$ cat src/rtl/core_mem_arb_pkg.sv
// Shared encodings for the core memory arbiter: FSM states and transaction owner.
package core_mem_arb_pkg;

  typedef enum logic [1:0] {
    ST_IDLE = 2'd0,
    ST_REQ  = 2'd1,
    ST_RSP  = 2'd2
  } arb_state_e;

  typedef enum logic {
    OWNER_LSU = 1'b0,
    OWNER_IFU = 1'b1
  } arb_owner_e;

endpackage

$ cat src/rtl/core_mem_arb_age.sv
// Saturating IFU starvation counter; force_ifu is raised once the IFU has lost MAX_WAIT times in a row.
module core_mem_arb_age #(
  parameter int MAX_WAIT = 4
) (
  input  logic clk,
  input  logic rst_n,
  input  logic cnt_inc,
  input  logic cnt_clr,
  output logic force_ifu
);

  localparam int CW = $clog2(MAX_WAIT + 1);
  localparam logic [CW-1:0] MAX_CNT = CW'(MAX_WAIT);

  logic [CW-1:0] age_r;

  // Count IFU losses, clear takes priority, hold at MAX_CNT.
  always_ff @(posedge clk or negedge rst_n) begin
    if (!rst_n) begin
      age_r <= {CW{1'b0}};
    end else if (cnt_clr) begin
      age_r <= {CW{1'b0}};
    end else if (cnt_inc && (age_r != MAX_CNT)) begin
      age_r <= age_r + CW'(1);
    end
  end

  assign force_ifu = (age_r == MAX_CNT);

endmodule

$ cat src/rtl/gnrl_dfflr.sv
// Generic load-enabled flop bank with asynchronous active-low reset to zero.
module gnrl_dfflr #(
  parameter int DW = 32
) (
  input  logic          clk,
  input  logic          rst_n,
  input  logic          lden,
  input  logic [DW-1:0] dnxt,
  output logic [DW-1:0] qout
);

  logic [DW-1:0] qout_r;

  // Capture dnxt when lden is high, otherwise hold.
  always_ff @(posedge clk or negedge rst_n) begin
    if (!rst_n) begin
      qout_r <= {DW{1'b0}};
    end else if (lden) begin
      qout_r <= dnxt;
    end
  end

  assign qout = qout_r;

endmodule

$ cat src/rtl/core_mem_arb.sv
// Single-port memory arbiter between IFU and LSU: one outstanding transaction,
// LSU priority with bounded IFU starvation, flush discards an in-flight fetch response.
module core_mem_arb
  import core_mem_arb_pkg::*;
#(
  parameter int AW       = 32,
  parameter int DW       = 64,
  parameter int MAX_WAIT = 4
) (
  input  logic            clk,
  input  logic            rst_n,
  input  logic            ifu_req_valid,
  output logic            ifu_req_ready,
  input  logic [AW-1:0]   ifu_req_addr,
  output logic            ifu_rsp_valid,
  input  logic            ifu_rsp_ready,
  output logic [DW-1:0]   ifu_rsp_data,
  input  logic            lsu_req_valid,
  output logic            lsu_req_ready,
  input  logic [AW-1:0]   lsu_req_addr,
  input  logic            lsu_req_wen,
  input  logic [DW-1:0]   lsu_req_wdata,
  input  logic [DW/8-1:0] lsu_req_wmask,
  output logic            lsu_rsp_valid,
  input  logic            lsu_rsp_ready,
  output logic [DW-1:0]   lsu_rsp_data,
  output logic            mem_req_valid,
  input  logic            mem_req_ready,
  output logic [AW-1:0]   mem_req_addr,
  output logic            mem_req_wen,
  output logic [DW-1:0]   mem_req_wdata,
  output logic [DW/8-1:0] mem_req_wmask,
  input  logic            mem_rsp_valid,
  output logic            mem_rsp_ready,
  input  logic [DW-1:0]   mem_rsp_data,
  input  logic            flush
);

  localparam int HW = AW + 1 + DW + DW / 8;

  arb_state_e state_r, state_nxt_s;
  arb_owner_e owner_r;
  logic       discard_r;
  logic       force_ifu_s, ifu_win_s, lsu_win_s, grant_s;
  logic       flush_ifu_s, discard_s, rsp_ready_s, rsp_fire_s;
  logic [HW-1:0] hold_nxt_s, hold_q_s;

  core_mem_arb_age #(.MAX_WAIT(MAX_WAIT)) u_age (
    .clk       (clk),
    .rst_n     (rst_n),
    .cnt_inc   (lsu_win_s & ifu_req_valid),
    .cnt_clr   (ifu_win_s | ~ifu_req_valid),
    .force_ifu (force_ifu_s)
  );

  // Grant, flush qualification, handshake outputs and next state.
  always_comb begin
    ifu_win_s     = 1'b0;
    lsu_win_s     = 1'b0;
    rsp_ready_s   = 1'b0;
    ifu_rsp_valid = 1'b0;
    lsu_rsp_valid = 1'b0;
    state_nxt_s   = state_r;
    flush_ifu_s   = flush & (owner_r == OWNER_IFU) & (state_r != ST_IDLE);
    discard_s     = discard_r | flush_ifu_s;
    // rst_n gating keeps both readys low while reset is held.
    if (rst_n && (state_r == ST_IDLE)) begin
      ifu_win_s = ifu_req_valid & ~flush & (~lsu_req_valid | force_ifu_s);
      lsu_win_s = lsu_req_valid & ~ifu_win_s;
    end else begin
      ifu_win_s = 1'b0;
    end
    grant_s = ifu_win_s | lsu_win_s;
    case (state_r)
      ST_IDLE: begin
        if (grant_s) begin
          state_nxt_s = ST_REQ;
        end else begin
          state_nxt_s = ST_IDLE;
        end
      end
      ST_REQ: begin
        if (mem_req_ready) begin
          state_nxt_s = ST_RSP;
        end else begin
          state_nxt_s = ST_REQ;
        end
      end
      ST_RSP: begin
        if (discard_s) begin
          rsp_ready_s = 1'b1;
        end else if (owner_r == OWNER_IFU) begin
          rsp_ready_s   = ifu_rsp_ready;
          ifu_rsp_valid = mem_rsp_valid;
        end else begin
          rsp_ready_s   = lsu_rsp_ready;
          lsu_rsp_valid = mem_rsp_valid;
        end
        if (mem_rsp_valid && rsp_ready_s) begin
          state_nxt_s = ST_IDLE;
        end else begin
          state_nxt_s = ST_RSP;
        end
      end
      default: begin
        state_nxt_s = ST_IDLE;
      end
    endcase
    rsp_fire_s = (state_r == ST_RSP) & mem_rsp_valid & rsp_ready_s;
  end

  // State, owner and discard registers.
  always_ff @(posedge clk or negedge rst_n) begin
    if (!rst_n) begin
      state_r   <= ST_IDLE;
      owner_r   <= OWNER_LSU;
      discard_r <= 1'b0;
    end else begin
      state_r <= state_nxt_s;
      if (grant_s) begin
        owner_r <= ifu_win_s ? OWNER_IFU : OWNER_LSU;
      end
      if (rsp_fire_s) begin
        discard_r <= 1'b0;
      end else if (flush_ifu_s) begin
        discard_r <= 1'b1;
      end
    end
  end

  // Fetches never write: wen, wdata and wmask are forced to zero on an IFU grant.
  assign hold_nxt_s = ifu_win_s
                    ? {ifu_req_addr, 1'b0, {DW{1'b0}}, {(DW/8){1'b0}}}
                    : {lsu_req_addr, lsu_req_wen, lsu_req_wdata, lsu_req_wmask};

  gnrl_dfflr #(.DW(HW)) u_hold (
    .clk   (clk),
    .rst_n (rst_n),
    .lden  (grant_s),
    .dnxt  (hold_nxt_s),
    .qout  (hold_q_s)
  );

  assign {mem_req_addr, mem_req_wen, mem_req_wdata, mem_req_wmask} = hold_q_s;
  assign mem_req_valid = (state_r == ST_REQ);
  assign mem_rsp_ready = rsp_ready_s;
  assign ifu_req_ready = ifu_win_s;
  assign lsu_req_ready = lsu_win_s;
  assign ifu_rsp_data  = mem_rsp_data;
  assign lsu_rsp_data  = mem_rsp_data;

endmodule

$ cat config.mk
export PLATFORM = sky130hd
export DESIGN_NAME = core_mem_arb
export DESIGN_NICKNAME = d
export VERILOG_FILES = /design/src/rtl/core_mem_arb_pkg.sv /design/src/rtl/core_mem_arb_age.sv /design/src/rtl/gnrl_dfflr.sv /design/src/rtl/core_mem_arb.sv
export SDC_FILE = /design/constraint.sdc
export NUM_CORES = 1
export LEC_CHECK = 0
export ABC_AREA = 1
export BUFFER_PORTS_ARGS = -buffer_cell sky130_fd_sc_hd__buf_2
export CAP_MARGIN = 20
export CELL_PAD_IN_SITES_DETAIL_PLACEMENT = 1
export CELL_PAD_IN_SITES_GLOBAL_PLACEMENT = 1
export CORE_AREA = 4 4 170 172
export CTS_CLUSTER_SIZE = 30
export DETAILED_ROUTE_END_ITERATION = 8
export DIE_AREA = 0 0 174 176
export GPL_TIMING_DRIVEN = 1
export PLACE_DENSITY_LB_ADDON = 0.1
export SLEW_MARGIN = 40
export SYNTH_ARGS = -nofsm -noshare
export SYNTH_HDL_FRONTEND = slang
export SYNTH_SLANG_ARGS = --single-unit
export TNS_END_PERCENT = 50
$ cat constraint.sdc
create_clock -name clk -period 3.1 [get_ports clk]
set_clock_uncertainty 0.15 [all_clocks]
set_input_delay 0.31 -clock clk [delete_from_list [all_inputs] [get_ports clk]]
set_output_delay 0.31 -clock clk [all_outputs]
set_load 0.005 [all_outputs]
==> run_summary.xml <==
<?xml version="1.0" encoding="UTF-8"?>
<metrics>
  <group name="outcome">
    <metric name="run_status" unit="">finished, final reports clean</metric>
  </group>
  <group name="worst_setup_path">
    <metric name="max_stage_delay" unit="ps">530</metric>
    <metric name="cp_max_fo" unit="">46</metric>
    <metric name="worst-endpoint-arrival" unit="ps">2210</metric>
    <metric name="crit_path_start_kind" unit="">input pin</metric>
    <metric name="worstPathCellList" unit="">dlygate4sd3_1 &gt; buf_4 &gt; inv_1 &gt; nor2_2 &gt; nand2_4 &gt; a21oi_1 &gt; buf_2</metric>
    <metric name="crit_path_end_kind" unit="">output pin</metric>
    <metric name="worstSetupPathType" unit="">in -&gt; out</metric>
    <metric name="crit_required" unit="ps">2640</metric>
    <metric name="cpMaxStageDelayCell" unit="">dlygate4sd3_1</metric>
  </group>
  <group name="global_routing">
    <metric name="globalRouteTotalUtil" unit="">0.128</metric>
    <metric name="via_count_of_the_first_global_routing_pass" unit="">5390</metric>
    <metric name="grt_antenna_before_repair" unit="">4</metric>
    <metric name="grt_pass1_wl" unit="µm">31200</metric>
    <metric name="grt.overflow.total" unit="">0</metric>
    <metric name="grt_max_degree" unit="">59</metric>
  </group>
  <group name="floorplan">
    <metric name="core-area" unit="µm²">27500</metric>
    <metric name="initial_core_util" unit="">0.213</metric>
    <metric name="die_area" unit="µm²">30600</metric>
    <metric name="die_w" unit="µm">174</metric>
    <metric name="die_height" unit="µm">176</metric>
    <metric name="placement_rows" unit="">61</metric>
    <metric name="io_pins" unit="">449</metric>
  </group>
  <group name="clock_tree">
    <metric name="cts.reportedPaths.clkPinSlew" unit="ps">80</metric>
    <metric name="cts_tree" unit="">done</metric>
    <metric name="cts_max_path_buffers" unit="">2</metric>
    <metric name="cts_buffers" unit="">9</metric>
    <metric name="clock-root-buffer" unit="">clkbuf_16</metric>
    <metric name="sinks_on_the_clock_net" unit="">112</metric>
    <metric name="worst_skew_pair.late_latency" unit="ps">350</metric>
    <metric name="htree_num_levels" unit="">3</metric>
  </group>
  <group name="sta">
    <metric name="max_slew_margin" unit="">0.525</metric>
    <metric name="rsz0062_at_grt" unit="">no</metric>
    <metric name="final_critical_delay_including_setup_and_external_delays" unit="ps">2670</metric>
    <metric name="period_share" unit="">0.861</metric>
    <metric name="totalNegativeSetupSlack" unit="ps">0</metric>
    <metric name="actual_slew_at_the_worst_max_slew_pin" unit="ps">712</metric>
    <metric name="timing.final.hold_violations" unit="">0</metric>
    <metric name="final_max_slew_viol_count" unit="">0</metric>
    <metric name="layout_setup_ws" unit="ps">430</metric>
    <metric name="fmaxAchievable" unit="MHz">375</metric>
    <metric name="timing.final.setup_violations" unit="">0</metric>
  </group>
  <group name="pwr">
    <metric name="power-per-cell-area" unit="nW/µm²">865</metric>
    <metric name="p_int" unit="µW">3710</metric>
    <metric name="sw_frac_of_total" unit="">0.365</metric>
    <metric name="vdd_drop_max" unit="V">0.000235</metric>
    <metric name="power.net_switching" unit="µW">2140</metric>
    <metric name="seqPwrFrac" unit="">0.438</metric>
    <metric name="power_leakage" unit="µW">0.00351</metric>
    <metric name="comb_power_share" unit="">0.365</metric>
    <metric name="p_clk_frac" unit="">0.197</metric>
  </group>
  <group name="synth">
    <metric name="yosys.area.top_type_share" unit="">0.479</metric>
    <metric name="mappedNetlistArea" unit="µm²">5850</metric>
    <metric name="yosys_warnings" unit="">0</metric>
    <metric name="synth_seq_area_share" unit="">0.479</metric>
    <metric name="post_synth_main_area_contributors" unit="">dfrtp_1 (48%), buf_4 (17%), nand2_1 (13%)</metric>
    <metric name="yosysTopAreaCell" unit="">dfrtp_1</metric>
    <metric name="synth.lib_cells_used.distinct" unit="">20</metric>
    <metric name="synth_fp_nets" unit="">901</metric>
    <metric name="number_of_instances_in_the_synthesized_netlist" unit="">689</metric>
    <metric name="ys_seq_elements" unit="">112</metric>
    <metric name="post_synth.cell_area_avg" unit="µm²">8.48</metric>
  </group>
  <group name="cells_and_area">
    <metric name="finish.net_count" unit="">1013</metric>
    <metric name="area_delta_synth_final" unit="%">15.7</metric>
    <metric name="multi_input_area" unit="µm²">1780</metric>
    <metric name="register_area" unit="µm²">2800</metric>
    <metric name="final_layout_size_suffix_gt1_frac" unit="">0.359</metric>
    <metric name="fillerInstances" unit="">3324</metric>
  </group>
  <group name="drt">
    <metric name="route.detailed.vias_per_inst" unit="">4.24</metric>
    <metric name="drt_pass1_iterations" unit="">4</metric>
    <metric name="final_antenna_net_count" unit="">0</metric>
    <metric name="postRouteWirelength" unit="µm">20200</metric>
    <metric name="first_iter_violations" unit="">194</metric>
    <metric name="detail_route.wl_per_cell" unit="µm">17.5</metric>
    <metric name="vias" unit="">4883</metric>
    <metric name="route.detailed.drc" unit="">0</metric>
  </group>
  <group name="placed_design">
    <metric name="post-place-ws" unit="ps">849</metric>
    <metric name="gp_congestion" unit="">0.755</metric>
    <metric name="place.port_buffers" unit="">256</metric>
    <metric name="post-dp-hpwl" unit="µm">14800</metric>
  </group>
  <group name="run">
    <metric name="drv_cap" unit="">0</metric>
  </group>
  <group name="min_path">
    <metric name="holdCritPathClass" unit="">in -&gt; reg</metric>
  </group>
</metrics>
==> registers in the layout (all words and copies together) (netlist names) <==
register and flops:
u_hold.qout 105, u_age.age_r 3, state_r 2, discard_r 1, owner_r 1
==> critical path, delay by kind of cell <==
kind	cells	cell delay (ps)
AO/OA/AOI/OAI	1	300
buffers and inverters	4	990
AND/OR/NAND/NOR	2	590
==> power by group through the flow <==
stage | registers, µW | logic (µW) | clock network, µW
after floorplan | 2610 | 1100 | 0
after global placement | 2570 | 2170 | 0
after detailed placement | 2590 | 2220 | 0
after CTS | 2580 | 2220 | 1220
after global routing | 2670 | 2450 | 1280
final | 2570 | 2130 | 1150
==> through the flow <==
step / cell area [µm²] / utilization / power, µW / cells / hold WS, ps
3_3_place_gp: 6440 / 0.235 / 4740 / 1134 / 30.2
6_report: 6760 / 0.246 / 5850 / 1153 / 19.1
3_5_place_dp: 6440 / 0.235 / 4810 / 1134 / 30.4
5_1_grt: 6760 / 0.246 / 6390 / 1152 / 5.58
2_1_floorplan: 5850 / - / 3710 / 689 / -136
4_1_cts: 6750 / 0.245 / 6020 / 1151 / 0.684
==> placed cells by master (no fill, tap or decap), drive strengths merged <==
cell type and count:
buf 266, nand2 201, dfrtp 112, nand3 99, a21oi 76, inv 17, clkbuf 10, nor2 10
o21ai 3, diode 2, nor3 2, ha 2, dlygate4sd3 2, clkinv 2, o211ai 1, and2 1
clkinvlp 1
==> timing repair <==
| action | in CTS | in global routing |
|---|---|---|
| endpoints found under the hold margin | 7 | 0 |
| resized for setup | 0 | 0 |
| hold buffers | 2 | 0 |
| buffers inserted | 0 | 0 |
==> final cells by class <==
cell class	count	share of cell area
antenna	2	0.000740
clock buffer	10	0.0353
sequential	112	0.415
inverter	15	0.00833
tap	346	0.0640
timing repair buffer	268	0.208
multi-input combinational	395	0.263
clock inverter	5	0.00611
==> logic make-up (layout without fill, tap and decap cells) <==
logic type / count (synthesis) / count (layout) / share of synthesized area
adders and majority gates: 2 / 2 / 0.00428
DFF: 112 / 112 / 0.479
and+or+nand+nor: 313 / 313 / 0.229
other: 0 / 2 / 0
buffers and inverters: 182 / 298 / 0.219
AOI/OAI and AO/OA: 80 / 80 / 0.0689
==> layer usage <==
metal | share of wire | GRT usage | up-vias
li1 | - | - | 2308
met1 | 0.40 | 0.151 | 2310
met2 | 0.47 | 0.208 | 205
met3 | 0.098 | 0.0537 | 56
met4 | 0.024 | 0.0478 | 4
met5 | 0.0013 | 0 | -
==> synth_stat cells <==
cell type and instances:
o211ai_1 1, nor2_1 6, nor3_1 2, nor2_4 2
nand3_2 1, buf_6 9, buf_2 17, nand2_1 198
buf_4 135, and2_1 1, clkbuf_1 1, nor2_2 2
o21ai_0 3, nand3_1 98, nand2_2 3, dfrtp_1 112
inv_1 15, buf_1 5, a21oi_1 76, ha_1 2
==> worst paths after layout <==
kind | start | endpoint | slack, ps | cells after the start
max reg2reg | u_age.age_r[0] | u_hold.qout[23] | 1090 | 8
min in group asynchronous | rst_n | discard_r | 200 | 2
min reg2reg | u_hold.qout[94] | u_hold.qout[94] | 360 | 2
max in group asynchronous | rst_n | u_hold.qout[5] | 1650 | 3
min | ifu_req_addr[6] | u_hold.qout[79] | 20 | 3
max | rst_n | lsu_req_ready | 430 | 7
No activity file was read; power rests on OpenSTA's default activity.
